==> src/rtl/cpu_ctrl_pkg.sv <==
// Shared definitions for the multicycle RV32I control path.
//   state_t        : main controller FSM states
//   OP_*           : RV32I major opcodes decoded from IR[6:0]
//   ALUOP_*        : ALUOp encodings handed to the ALU decoder
//   RES_*          : ResultSrc mux encodings
//   SRCA_*, SRCB_* : ALU operand mux encodings
//   is_mem_wait    : states that stall on the memory-ready handshake
package cpu_ctrl_pkg;

  typedef enum logic [3:0] {
    FETCH    = 4'd0,
    DECODE   = 4'd1,
    MEMADR   = 4'd2,
    MEMREAD  = 4'd3,
    MEMWB    = 4'd4,
    MEMWRITE = 4'd5,
    EXECUTER = 4'd6,
    EXECUTEI = 4'd7,
    LUI      = 4'd8,
    ALUWB    = 4'd9,
    JALR     = 4'd10,
    JAL      = 4'd11,
    BEQ      = 4'd12,
    ILLEGAL  = 4'd13,
    BUSERR   = 4'd14
  } state_t;

  localparam logic [6:0] OP_LOAD   = 7'b0000011;
  localparam logic [6:0] OP_STORE  = 7'b0100011;
  localparam logic [6:0] OP_RTYPE  = 7'b0110011;
  localparam logic [6:0] OP_ITYPE  = 7'b0010011;
  localparam logic [6:0] OP_BRANCH = 7'b1100011;
  localparam logic [6:0] OP_JAL    = 7'b1101111;
  localparam logic [6:0] OP_JALR   = 7'b1100111;
  localparam logic [6:0] OP_LUI    = 7'b0110111;
  localparam logic [6:0] OP_AUIPC  = 7'b0010111;

  localparam logic [1:0] ALUOP_ADD   = 2'b00;
  localparam logic [1:0] ALUOP_SUB   = 2'b01;
  localparam logic [1:0] ALUOP_FUNCT = 2'b10;

  localparam logic [1:0] RES_ALUOUT    = 2'b00;
  localparam logic [1:0] RES_READDATA  = 2'b01;
  localparam logic [1:0] RES_ALURESULT = 2'b10;

  localparam logic [1:0] SRCA_PC    = 2'b00;
  localparam logic [1:0] SRCA_OLDPC = 2'b01;
  localparam logic [1:0] SRCA_RD1   = 2'b10;
  localparam logic [1:0] SRCA_ZERO  = 2'b11;

  localparam logic [1:0] SRCB_RD2  = 2'b00;
  localparam logic [1:0] SRCB_IMM  = 2'b01;
  localparam logic [1:0] SRCB_FOUR = 2'b10;

  function automatic logic is_mem_wait(input state_t s);
    return (s == FETCH) || (s == MEMREAD) || (s == MEMWRITE);
  endfunction

endpackage

==> src/rtl/mem_wait_timer.sv <==
// Memory stall counter with timeout compare.
// Counts consecutive cycles spent in a memory-wait state with mem_ready low.
// The count clears whenever mem_ready is seen or the FSM is not waiting, and
// saturates instead of wrapping.
// Ports:
//   clk, reset : core clock, asynchronous active-high reset
//   waiting    : FSM is in a state that waits on mem_ready
//   mem_ready  : memory handshake
//   timeout    : counter has reached MEM_WAIT_MAX and memory is still not
//                ready this cycle (never asserted when MEM_WAIT_MAX == 0)
module mem_wait_timer #(
  parameter int unsigned MEM_WAIT_MAX = 255
) (
  input  logic clk,
  input  logic reset,
  input  logic waiting,
  input  logic mem_ready,
  output logic timeout
);

  localparam int WAIT_W = (MEM_WAIT_MAX > 0) ? $clog2(MEM_WAIT_MAX + 1) : 1;
  localparam logic [WAIT_W-1:0] CNT_MAX = {WAIT_W{1'b1}};
  localparam logic [WAIT_W-1:0] CNT_LIMIT = WAIT_W'(MEM_WAIT_MAX);

  logic [WAIT_W-1:0] cnt;

  always_ff @(posedge clk or posedge reset) begin
    if (reset) begin
      cnt <= '0;
    end else if (!waiting || mem_ready) begin
      cnt <= '0;
    end else if (cnt != CNT_MAX) begin
      cnt <= cnt + WAIT_W'(1);
    end
  end

  // A ready response in the limit cycle still wins: timeout needs !mem_ready.
  assign timeout = (MEM_WAIT_MAX > 0) && waiting && !mem_ready && (cnt == CNT_LIMIT);

endmodule

==> src/rtl/multicycle_controller.sv <==
// Main control FSM of the multicycle RV32I core.
// Decodes the IR opcode and sequences the shared ALU, register file, unified
// memory port and PC. Outputs are Moore (state only) except IRWrite, PCWrite
// and instr_done in memory states, which qualify on mem_ready.
// Memory handshake: the controller presents an access (fetch, read, or write
// with MemWrite=1) and holds it, unchanged, every cycle until mem_ready=1;
// the cycle with mem_ready=1 is the one in which the access completes.
// Ports:
//   clk, reset    : core clock, asynchronous active-high reset
//   op            : IR[6:0], stable from DECODE until the next fetch completes
//   mem_ready     : memory accepts write / returns read data this cycle
//   branch_cond   : branch comparison, valid in BEQ
//   PCWrite .. ALUOp : datapath enables and mux selects
//   instr_done    : one-cycle pulse on the last cycle of a retired instruction
//   illegal_instr : high in ILLEGAL (terminal until reset)
//   bus_error     : high in BUSERR (terminal until reset)
//   dbg_state     : current FSM state for observation
module multicycle_controller
  import cpu_ctrl_pkg::*;
#(
  parameter int unsigned MEM_WAIT_MAX = 255
) (
  input  logic       clk,
  input  logic       reset,
  input  logic [6:0] op,
  input  logic       mem_ready,
  input  logic       branch_cond,
  output logic       PCWrite,
  output logic       AdrSrc,
  output logic       IRWrite,
  output logic       RegWrite,
  output logic       MemWrite,
  output logic [1:0] ResultSrc,
  output logic [1:0] ALUSrcA,
  output logic [1:0] ALUSrcB,
  output logic [1:0] ALUOp,
  output logic       instr_done,
  output logic       illegal_instr,
  output logic       bus_error,
  output state_t     dbg_state
);

  state_t state, next_state;
  logic   timeout;

  // Raw (ungated) strobes; reset gating is applied at the output.
  logic pc_update, branch, ir_write, reg_write, mem_write, done;

  mem_wait_timer #(
    .MEM_WAIT_MAX(MEM_WAIT_MAX)
  ) u_wait (
    .clk      (clk),
    .reset    (reset),
    .waiting  (is_mem_wait(state)),
    .mem_ready(mem_ready),
    .timeout  (timeout)
  );

  always_ff @(posedge clk or posedge reset) begin
    if (reset) begin
      state <= FETCH;
    end else begin
      state <= next_state;
    end
  end

  always_comb begin
    next_state = state;
    pc_update  = 1'b0;
    branch     = 1'b0;
    ir_write   = 1'b0;
    reg_write  = 1'b0;
    mem_write  = 1'b0;
    done       = 1'b0;
    AdrSrc     = 1'b0;
    ResultSrc  = RES_ALUOUT;
    ALUSrcA    = SRCA_PC;
    ALUSrcB    = SRCB_RD2;
    ALUOp      = ALUOP_ADD;

    case (state)
      FETCH: begin
        ALUSrcB   = SRCB_FOUR;
        ResultSrc = RES_ALURESULT;
        ir_write  = mem_ready;
        pc_update = mem_ready;
        if (mem_ready)    next_state = DECODE;
        else if (timeout) next_state = BUSERR;
      end
      DECODE: begin
        // Precompute PC+imm into ALUOut for branch/JAL/AUIPC.
        ALUSrcA = SRCA_OLDPC;
        ALUSrcB = SRCB_IMM;
        case (op)
          OP_LOAD, OP_STORE: next_state = MEMADR;
          OP_RTYPE:          next_state = EXECUTER;
          OP_ITYPE:          next_state = EXECUTEI;
          OP_BRANCH:         next_state = BEQ;
          OP_JAL:            next_state = JAL;
          OP_JALR:           next_state = JALR;
          OP_LUI:            next_state = LUI;
          OP_AUIPC:          next_state = ALUWB;
          default:           next_state = ILLEGAL;
        endcase
      end
      MEMADR: begin
        ALUSrcA    = SRCA_RD1;
        ALUSrcB    = SRCB_IMM;
        next_state = op[5] ? MEMWRITE : MEMREAD;
      end
      MEMREAD: begin
        AdrSrc = 1'b1;
        if (mem_ready)    next_state = MEMWB;
        else if (timeout) next_state = BUSERR;
      end
      MEMWB: begin
        ResultSrc  = RES_READDATA;
        reg_write  = 1'b1;
        done       = 1'b1;
        next_state = FETCH;
      end
      MEMWRITE: begin
        AdrSrc    = 1'b1;
        mem_write = 1'b1;
        done      = mem_ready;
        if (mem_ready)    next_state = FETCH;
        else if (timeout) next_state = BUSERR;
      end
      EXECUTER: begin
        ALUSrcA    = SRCA_RD1;
        ALUSrcB    = SRCB_RD2;
        ALUOp      = ALUOP_FUNCT;
        next_state = ALUWB;
      end
      EXECUTEI: begin
        ALUSrcA    = SRCA_RD1;
        ALUSrcB    = SRCB_IMM;
        ALUOp      = ALUOP_FUNCT;
        next_state = ALUWB;
      end
      LUI: begin
        ALUSrcA    = SRCA_ZERO;
        ALUSrcB    = SRCB_IMM;
        next_state = ALUWB;
      end
      ALUWB: begin
        reg_write  = 1'b1;
        done       = 1'b1;
        next_state = FETCH;
      end
      JALR: begin
        // rs1+imm lands in ALUOut; JAL then moves it into the PC.
        ALUSrcA    = SRCA_RD1;
        ALUSrcB    = SRCB_IMM;
        next_state = JAL;
      end
      JAL: begin
        // PC <- ALUOut (target) while ALU computes OldPC+4 for the link.
        ALUSrcA    = SRCA_OLDPC;
        ALUSrcB    = SRCB_FOUR;
        pc_update  = 1'b1;
        next_state = ALUWB;
      end
      BEQ: begin
        ALUSrcA    = SRCA_RD1;
        ALUSrcB    = SRCB_RD2;
        ALUOp      = ALUOP_SUB;
        branch     = 1'b1;
        done       = 1'b1;
        next_state = FETCH;
      end
      ILLEGAL: next_state = ILLEGAL;
      BUSERR:  next_state = BUSERR;
      default: next_state = FETCH;
    endcase
  end

  // Enables and flags are forced low asynchronously while reset is held, so a
  // reset mid-write drops MemWrite without waiting for a clock edge.
  assign PCWrite       = !reset && (pc_update || (branch && branch_cond));
  assign IRWrite       = !reset && ir_write;
  assign RegWrite      = !reset && reg_write;
  assign MemWrite      = !reset && mem_write;
  assign instr_done    = !reset && done;
  assign illegal_instr = !reset && (state == ILLEGAL);
  assign bus_error     = !reset && (state == BUSERR);
  assign dbg_state     = state;

endmodule

==> config.mk <==
export PLATFORM = sky130hd
export DESIGN_NAME = multicycle_controller
export DESIGN_NICKNAME = d
export VERILOG_FILES = /design/src/rtl/cpu_ctrl_pkg.sv /design/src/rtl/mem_wait_timer.sv /design/src/rtl/multicycle_controller.sv
export SDC_FILE = /design/constraint.sdc
export NUM_CORES = 1
export LEC_CHECK = 0
export CAP_MARGIN = 0
export CORE_MARGIN = 1.5
export CORE_UTILIZATION = 35
export CTS_CLUSTER_DIAMETER = 200
export DETAILED_ROUTE_END_ITERATION = 7
export SETUP_SLACK_MARGIN = 0.1
export SYNTH_ARGS = -nofsm -noshare
export SYNTH_HDL_FRONTEND = slang
export SYNTH_HIERARCHICAL = 1
export SYNTH_SLANG_ARGS = --single-unit
==> constraint.sdc <==
create_clock -name clk -period 2.96 [get_ports clk]
set_clock_uncertainty 0.1 [all_clocks]
set_input_delay 0.592 -clock clk [delete_from_list [all_inputs] [get_ports clk]]
set_output_delay 0.592 -clock clk [all_outputs]
set_load 0.02 [all_outputs]
==> results.tsv, run 1 <==
stage	metric	value	unit
status	outcome	finished clean	
run	Max Cap Viol	0	
sta	setup violators final	0	
setup_path	crit start category	flop	
power_and_ir_drop	Power Dens Cells	783	nW/µm²
sta	RSZ-0062 raised after global routing	true	
layout	fillers	308	
grt	vias in the first global route	1176	
sta	Worst-Margin Slew	0.373	ns
yosys	Seq/Total Area, Yosys	0.255	
drt	Vias/cell	5.82	
setup_path	Critical Path, Cell by Cell	buf_4 -> nor4_2 -> and3_1 -> clkdlybuf4s50_1	
yosys	Area contributors post-synth	dfrtp_1, nor3_1, nor2_1, a21oi_1, o21ai_0	
layout	P&R area growth vs syn	33.0	%
layout	nets	202	
floorplanning	core area	3130	µm²
yosys	Syn Inst Count	158	
setup_path	Crit Path Max Fanout	10	
sta	setup ws final	0.195	ns
clock_tree	CTS tree	built	
placed_design	Buffers on Ports	30	
yosys	syn_nets	170	
yosys	Syn Area/Cell	7.44	µm²
yosys	Top FF cell, synth	dfrtp_1	
grt	largest net degree at the start of global routing	22	
yosys	biggest area consumer among synthesized cells	dfrtp_1	
drt	Vias	1350	
sta	setup TNS	0	ns
setup_path	reg-to-reg startpoint	dbg_state[0]	
placed_design	Placed Cells	229	
grt	first-pass GRT wire length	5140	µm
grt	initial antenna violation count	0	
setup_path	kind of end point of the critical path	output port	
layout	highest-count cells in the layout ignoring fill and taps	clkdlybuf4s50_1, nor3_1, nor2_1	
clock_tree	post-CTS sizing	2	
setup_path	FF-to-FF path depth	10	
sta	fin crit period	2.77	ns
drt	Final ANT Viol Nets	0	
setup_path	Reg-to-Reg End	dbg_state[3]	
layout	Layout Cells excl Fill	232	
drt	DR iter-0 viols	61	
sta	Slew Viols, Final	0	
drt	WL per Instance	14.0	µm
drt	DRC violations left	0	
yosys	Yosys top cell area share	0.255	
power_and_ir_drop	Leakage	0.588	nW
placed_design	gpl congestion	0.843	
clock_tree	# hold bufs at CTS	0	
floorplanning	Initial Util	0.376	
floorplanning	Top-Level Pins	31	
yosys	yosys warns	6	
min_path	worst min-delay path category	reg2reg	
yosys	Post-synth EDFFs	0	
clock_tree	root buffer cell	clkbuf_4	
grt	GRT Overall Usage	0.183	
floorplanning	Die X	61.0	µm
floorplanning	die area	3720	µm²
clock_tree	cts bufs inserted	3	
grt	GRT overflow	0	
setup_path	kind of critical path	reg2out	
layout	diode count	0	
floorplanning	std cell rows	20	
setup_path	CP peak stage delay	0.60	ns
yosys	post-synthesis cell type count	51	
placed_design	hpwl dp	2520	µm
clock_tree	CTS sink count	12	
clock_tree	Clock Latency Late Sink	0.27	ns
clock_tree	H-Tree Depth	1	
setup_path	WP data required	2.27	ns
clock_tree	Clock Path Buffers	2	
setup_path	WP data arrival	2.07	ns
layout	fraction of layout cells with a size suffix above 1	0.122	
clock_tree	Post-CTS Setup Bufs	0	
layout	commonest non-fill, non-tap cell in the layout	clkdlybuf4s50_1	
setup_path	CP max-delay cell	clkdlybuf4s50_1	
yosys	ys async rst share	1.00	
drt	routed wire length	3240	µm
min_path	hold path endpoint	u_wait/cnt[7]	
placed_design	Placement Setup Slack	0.135	ns
drt	1st-pass router iterations	4	
sta	final hold violations	0	
yosys	#FFs+latches synth	12	
floorplanning	Die Ht	61.0	µm
min_path	Hold Crit Depth	1	
sta	final worst path period share	0.934	
setup_path	flop2flop setup slack	0.32	ns
yosys	Post-Synthesis Cell Area	1180	µm²
min_path	Hold Startpoint	u_wait/cnt[7]	
clock_tree	Clk pin slew, worst setup/hold paths	0.07	ns
sta	Max-slew headroom	0.748	
power_and_ir_drop	VDD IR max	0.412	mV
sta	Final Hold Slack	0.435	ns
power_and_ir_drop	total power draw	1.22	mW
sta	max frequency	0.362	GHz
## area by class of cell
cell class,instances,area [µm²],area share
Multi-Input combinational cell,128,791,0.506
Tap cell,44,55.1,0.0352
Clock buffer,3,22.5,0.0144
Sequential cell,12,303,0.194
Timing Repair Buffer,39,370,0.237
Inverter,6,22.5,0.0144
## logic make-up after synthesis
kind of cell,Yosys count,share of synthesized area
AO/OA/AOI/OAI,49,0.287
XOR/XNOR,2,0.0149
adder cells (fa/ha/maj),1,0.0106
buffers and inverters,18,0.0819
flip-flops,12,0.255
AND/OR/NAND/NOR,76,0.350
## metal layers
metal,share of wire,track usage
met1,0.44,0.223
met2,0.51,0.316
met3,0.035,0.0405
met4,0.0056,0.0652
met5,0,0
## power by group
part	leakage (nW)	switching, mW	internal (mW)
Sequential	0.159	0.0539	0.193
Clock	0.0138	0.0494	0.0470
Combinational	0.415	0.481	0.399
Total	0.588	0.585	0.639
## sequential cells by signal (all words and copies together) (netlist names)
register / cells
dbg_state: 4
u_wait/cnt: 8
## worst max-delay path by stage
stage | slack (ns) | cells past startpoint | end | from
4_1_cts | 0.13 | 4 | IRWrite | dbg_state[0]
3_5_place_dp | 0.13 | 6 | PCWrite | mem_ready
6_report | 0.19 | 4 | IRWrite | dbg_state[0]
5_1_grt | 0.09 | 4 | IRWrite | dbg_state[0]
3_3_place_gp | 0.18 | 6 | PCWrite | mem_ready
2_1_floorplan | 0.19 | 12 | dbg_state[1] | dbg_state[1]
## Yosys cell counts (3+ instances only)
cell	n
a21oi_1	9
a22oi_1	3
a31oi_1	5
and3_1	3
buf_2	8
dfrtp_1	12
inv_1	6
nand2_1	10
nand2b_1	3
nand3_1	4
nor2_1	17
nor2b_1	4
nor3_1	19
o21ai_0	9
## per-stage QoR
stage               instance area, µm²  utilization
finish                            1560        0.500
global route                      1560        0.500
CTS                               1560        0.499
detailed placement                1530        0.489
global placement                  1530        0.489
floorplan                         1180            -
## critical path, delay by kind of cell (launching register included)
kind	cells	cell delay, ns
buf+inv	2	0.80
flops	1	0.48
simple gates	2	0.52
Power figures use the tool's default switching activity.
==> run 2: changes to the inputs <==
--- a/config.mk
+++ b/config.mk
@@ -5,13 +5,14 @@
 export SDC_FILE = /design/constraint.sdc
 export NUM_CORES = 1
 export LEC_CHECK = 0
+export ABC_AREA = 1
 export CAP_MARGIN = 0
 export CORE_MARGIN = 1.5
-export CORE_UTILIZATION = 35
+export CORE_UTILIZATION = 47
 export CTS_CLUSTER_DIAMETER = 200
 export DETAILED_ROUTE_END_ITERATION = 7
+export PLACE_DENSITY = 0.79
 export SETUP_SLACK_MARGIN = 0.1
 export SYNTH_ARGS = -nofsm -noshare
 export SYNTH_HDL_FRONTEND = slang
-export SYNTH_HIERARCHICAL = 1
 export SYNTH_SLANG_ARGS = --single-unit
==> results.tsv, run 2 <==
stage	metric	value	unit
clock_tree	Post-CTS Setup Bufs	0	
yosys	post-synthesis cell type count	31	
clock_tree	Clock Path Buffers	2	
sta	final hold violations	0	
status	outcome	finished clean	
grt	vias in the first global route	1033	
setup_path	WP data arrival	2.10	ns
clock_tree	Clock Latency Late Sink	0.27	ns
drt	DRC violations left	0	
power_and_ir_drop	Leakage	0.688	nW
sta	Max-slew headroom	0.686	
layout	fraction of layout cells with a size suffix above 1	0.134	
run	Max Cap Viol	0	
drt	DR iter-0 viols	23	
floorplanning	std cell rows	17	
min_path	Hold Startpoint	u_wait.cnt[1]	
drt	Final ANT Viol Nets	0	
yosys	Yosys top cell area share	0.282	
layout	highest-count cells in the layout ignoring fill and taps	nand2_1, clkdlybuf4s50_1, nor2_1, inv_1, dfrtp_1	
clock_tree	cts bufs inserted	3	
yosys	Top FF cell, synth	dfrtp_1	
floorplanning	die area	2560	µm²
placed_design	Placed Cells	219	
yosys	Syn Inst Count	162	
placed_design	Buffers on Ports	30	
sta	RSZ-0062 raised after global routing	false	
setup_path	CP endpoint	PCWrite	
setup_path	kind of end point of the critical path	output port	
setup_path	FF-to-FF path depth	8	
placed_design	Placement Setup Slack	0.174	ns
layout	diode count	0	
drt	routed wire length	2590	µm
yosys	most numerous cell in the Yosys netlist	nand2_1	
drt	WL per Instance	11.7	µm
clock_tree	Clk pin slew, worst setup/hold paths	0.06	ns
sta	max frequency	0.359	GHz
min_path	worst min-delay path category	reg2reg	
clock_tree	H-Tree Depth	1	
sta	fin crit period	2.79	ns
layout	Layout Cells excl Fill	222	
grt	GRT Overall Usage	0.238	
sta	setup ws final	0.173	ns
clock_tree	CTS tree	built	
grt	GRT overflow	0	
yosys	yosys warns	0	
grt	first-pass GRT wire length	4550	µm
drt	Vias	1147	
yosys	Syn Area/Cell	6.56	µm²
placed_design	gpl congestion	0.911	
clock_tree	post-CTS sizing	0	
setup_path	Worst Setup SP	mem_ready	
grt	initial antenna violation count	0	
clock_tree	# hold bufs at CTS	0	
yosys	biggest area consumer among synthesized cells	dfrtp_1	
layout	Largest register FFs	8	
setup_path	Crit Path Max Fanout	6	
floorplanning	Die Ht	50.6	µm
layout	Top reg by flops	u_wait.cnt	
layout	nets	208	
setup_path	reg-to-reg startpoint	dbg_state[1]	
setup_path	crit start category	primary input	
floorplanning	Die X	50.6	µm
yosys	Post-synth EDFFs	0	
yosys	syn_nets	174	
grt	largest net degree at the start of global routing	13	
yosys	Area contributors post-synth	dfrtp_1, nand2_1, nor2_1, inv_1, nand3_4	
sta	Slew Viols, Final	0	
yosys	Post-Synthesis Cell Area	1060	µm²
sta	setup TNS	0	ns
drt	1st-pass router iterations	4	
power_and_ir_drop	total power draw	0.292	mW
placed_design	hpwl dp	2120	µm
floorplanning	Initial Util	0.490	
power_and_ir_drop	Power Dens Cells	205	nW/µm²
setup_path	flop2flop setup slack	1.45	ns
clock_tree	CTS sink count	12	
sta	final worst path period share	0.942	
clock_tree	root buffer cell	clkbuf_4	
sta	Final Hold Slack	0.469	ns
drt	Vias/cell	5.17	
yosys	#FFs+latches synth	12	
power_and_ir_drop	VDD IR max	0.195	mV
floorplanning	core area	2170	µm²
sta	Worst-Margin Slew	0.470	ns
sta	setup violators final	0	
layout	P&R area growth vs syn	33.8	%
setup_path	kind of critical path	in2out	
yosys	Seq/Total Area, Yosys	0.282	
setup_path	WP data required	2.27	ns
yosys	top cells by count, synth	nand2_1, nor2_1, inv_1	
layout	commonest non-fill, non-tap cell in the layout	nand2_1	
floorplanning	Top-Level Pins	31	
yosys	ys async rst share	1.00	
setup_path	Reg-to-Reg End	dbg_state[2]	
[run 2: worst max-delay path, stage by stage]
cell	delay, ns
clkdlybuf4s50_1	0.59
nand2_1	0.13
a31oi_1	0.16
clkdlybuf4s50_1	0.62
[run 2: final cells by class]
type / instances / area [µm²]
repair buffers: 30 / 303
flip-flops and latches: 12 / 300
well taps: 28 / 35.0
inverters: 28 / 105
fillers: 205 / 747
clock buffers: 3 / 22.5
multi-input cells: 121 / 657
[run 2: cell families after synthesis]
group | after synthesis | synth area share
simple gates | 99 | 0.444
compound gates | 16 | 0.119
flops | 12 | 0.282
fa+ha+maj | 1 | 0.0118
xor+xnor | 5 | 0.0412
buf+inv | 29 | 0.102
[run 2: metal layers]
layer / global-route usage / up-vias / share of wire
met5: 0 / - / 0
met4: 0.113 / 0 / 0.015
met3: 0.0446 / 6 / 0.064
met2: 0.393 / 54 / 0.48
met1: 0.299 / 510 / 0.44
li1: - / 577 / -
[run 2: stage by stage]
| stage | instance area [µm²] | utilization |
|---|---|---|
| floorplan | 1060 | - |
| detailed placement | 1400 | 0.643 |
| global route | 1420 | 0.656 |
| finish | 1420 | 0.656 |
| CTS | 1420 | 0.653 |
| global placement | 1400 | 0.643 |
[run 2: where the power goes]
part	internal, mW	switching [mW]	leakage [nW]
clock	0.0470	0.0476	0.0138
sequential	0.164	0	0.152
combinational	0.0160	0.0173	0.522
total	0.227	0.0649	0.688
[run 2: how the worst min path moves through the flow]
stage                          endpoint  cells past startpoint
after floorplan           u_wait.cnt[0]                      2
after global placement    u_wait.cnt[1]                      2
after detailed placement  u_wait.cnt[1]                      2
after CTS                 u_wait.cnt[1]                      2
after global routing      u_wait.cnt[1]                      2
final                     u_wait.cnt[1]                      2
==> run 3: changes to the inputs <==
==> constraint.sdc (replaced) <==
create_clock -name clk -period 2.96 [get_ports clk]
set_clock_uncertainty 0.1 [all_clocks]
set_input_delay 0.74 -clock clk [delete_from_list [all_inputs] [get_ports clk]]
set_output_delay 0.74 -clock clk [all_outputs]
set_load 0.02 [all_outputs]
==> results.tsv, run 3 (synthesized netlist as in run 2, its figures left out) <==
stage	metric	value	unit
placed_design	hpwl dp	2130	µm
clock_tree	H-Tree Depth	1	
sta	RSZ-0062 raised after global routing	true	
setup_path	crit start category	flop	
drt	1st-pass router iterations	4	
setup_path	CP top delay family	buffers and inverters	
layout	fillers	203	
setup_path	WP data arrival	1.93	ns
power_and_ir_drop	Power Dens Cells	228	nW/µm²
sta	Max-slew headroom	0.692	
floorplanning	std cell rows	17	
layout	fraction of layout cells with a size suffix above 1	0.147	
run	Max Cap Viol	0	
floorplanning	Die X	50.6	µm
floorplanning	Initial Util	0.490	
sta	Slew Viols, Final	0	
sta	Worst-Margin Slew	0.462	ns
layout	P&R area growth vs syn	35.9	%
grt	vias in the first global route	1138	
sta	fin crit period	2.77	ns
grt	initial antenna violation count	0	
clock_tree	root buffer cell	clkbuf_4	
placed_design	placed cell area	1410	µm²
min_path	worst min-delay path category	reg2reg	
clock_tree	CTS sink count	12	
setup_path	CP dominant cell by count	inv_1	
floorplanning	die area	2560	µm²
sta	setup violators final	0	
sta	final worst path period share	0.935	
placed_design	gpl congestion	0.888	
setup_path	Crit Path Max Fanout	6	
floorplanning	Die Ht	50.6	µm
status	outcome	finished clean	
sta	final hold violations	0	
layout	commonest non-fill, non-tap cell in the layout	nand2_1	
layout	Final Cell Area	1450	µm²
setup_path	CP peak stage delay	0.60	ns
drt	met1 WL	1140	µm
drt	DRC violations left	0	
grt	GRT overflow	0	
drt	Max Used Layer	met4	
placed_design	Buffers on Ports	30	
floorplanning	Top-Level Pins	31	
drt	routed wire length	2630	µm
clock_tree	Clk pin slew, worst setup/hold paths	0.07	ns
setup_path	Critical Path, Cell by Cell	nor2_1 -> inv_1 -> nor2_2 -> inv_1 -> nand4_1 -> clkdlybuf4s50_1	
floorplanning	core area	2170	µm²
grt	first-pass GRT wire length	4590	µm
drt	met3 WL	157	µm
clock_tree	Clock Latency Late Sink	0.28	ns
power_and_ir_drop	Leakage	0.754	nW
layout	highest-count cells in the layout ignoring fill and taps	nand2_1, nor2_1, inv_1	
clock_tree	CTS tree	built	
drt	Vias/cell	5.16	
clock_tree	cts bufs inserted	3	
setup_path	kind of critical path	reg2out	
sta	setup TNS	0	ns
layout	final design utilization	0.666	
clock_tree	Clock Path Buffers	2	
sta	max frequency	0.361	GHz
power_and_ir_drop	VDD IR max	0.238	mV
drt	Vias	1160	
drt	WL per Instance	11.7	µm
power_and_ir_drop	total power draw	0.329	mW
setup_path	worst path bufs/invs	3	
layout	register area	300	µm²
layout	multi-input combinational cell area	657	µm²
drt	met2 routed WL	1280	µm
layout	diode count	0	
drt	DR iter-0 viols	16	
grt	largest net degree at the start of global routing	13	
grt	GRT Overall Usage	0.227	
clock_tree	# hold bufs at CTS	0	
setup_path	WP data required	2.12	ns
sta	Final Hold Slack	0.483	ns
setup_path	CP max-delay cell	clkdlybuf4s50_1	
layout	Largest register FFs	8	
layout	nets	210	
drt	Final ANT Viol Nets	0	
layout	Top reg by flops	u_wait.cnt	
setup_path	kind of end point of the critical path	output port	
## run 3: timing repair
action                                  in CTS  in global routing
endpoints found under the setup margin       9                  3
pin swaps                                    0                  0
buffers inserted                             0                  0
resized for setup                            8                  2
## run 3: final cells by class
class,instances,area share
Inverter,28,0.0727
Clock buffer,4,0.0251
Multi-Input combinational cell,121,0.455
Timing Repair Buffer,32,0.216
Tap cell,28,0.0242
Sequential cell,12,0.208
## run 3: worst paths after layout
kind	depth (start not counted)	start	end	slack, ns
hold reg to reg	2	u_wait.cnt[0]	u_wait.cnt[0]	0.48
max in group asynchronous	2	reset	u_wait.cnt[1]	1.57
hold / removal	2	u_wait.cnt[0]	u_wait.cnt[0]	0.48
setup reg to reg	6	u_wait.cnt[0]	u_wait.cnt[1]	1.46
setup / recovery	6	dbg_state[0]	ALUSrcA[1]	0.19
min in group asynchronous	2	reset	u_wait.cnt[5]	0.88
## run 3: metrics by stage
stage | setup WS, ns | instances
floorplan | 0.557 | 162
global placement | -0.0159 | 221
detailed placement | -0.0668 | 221
CTS | 0.132 | 225
global route | 0.0263 | 225
finish | 0.191 | 225
## run 3: worst reg2reg max path, cell delays in order, from the launching register on
cell,delay [ns]
dfrtp_1,0.38
ha_1,0.22
nand3_2,0.13
nor2_4,0.22
inv_1,0.17
nand2_1,0.11
a21oi_2,0.05
## run 3: routing by layer
layer / vias to the layer above / GRT usage
met5: - / 0
met4: 0 / 0.0766
met3: 6 / 0.0327
met2: 50 / 0.410
met1: 519 / 0.273
li1: 585 / -
## run 3: power by group
group | total (mW) | leakage [nW] | internal, mW | switching (mW)
combinational | 0.0334 | 0.581 | 0.0163 | 0.0171
clock | 0.132 | 0.0210 | 0.0748 | 0.0570
sequential | 0.164 | 0.152 | 0.164 | 0
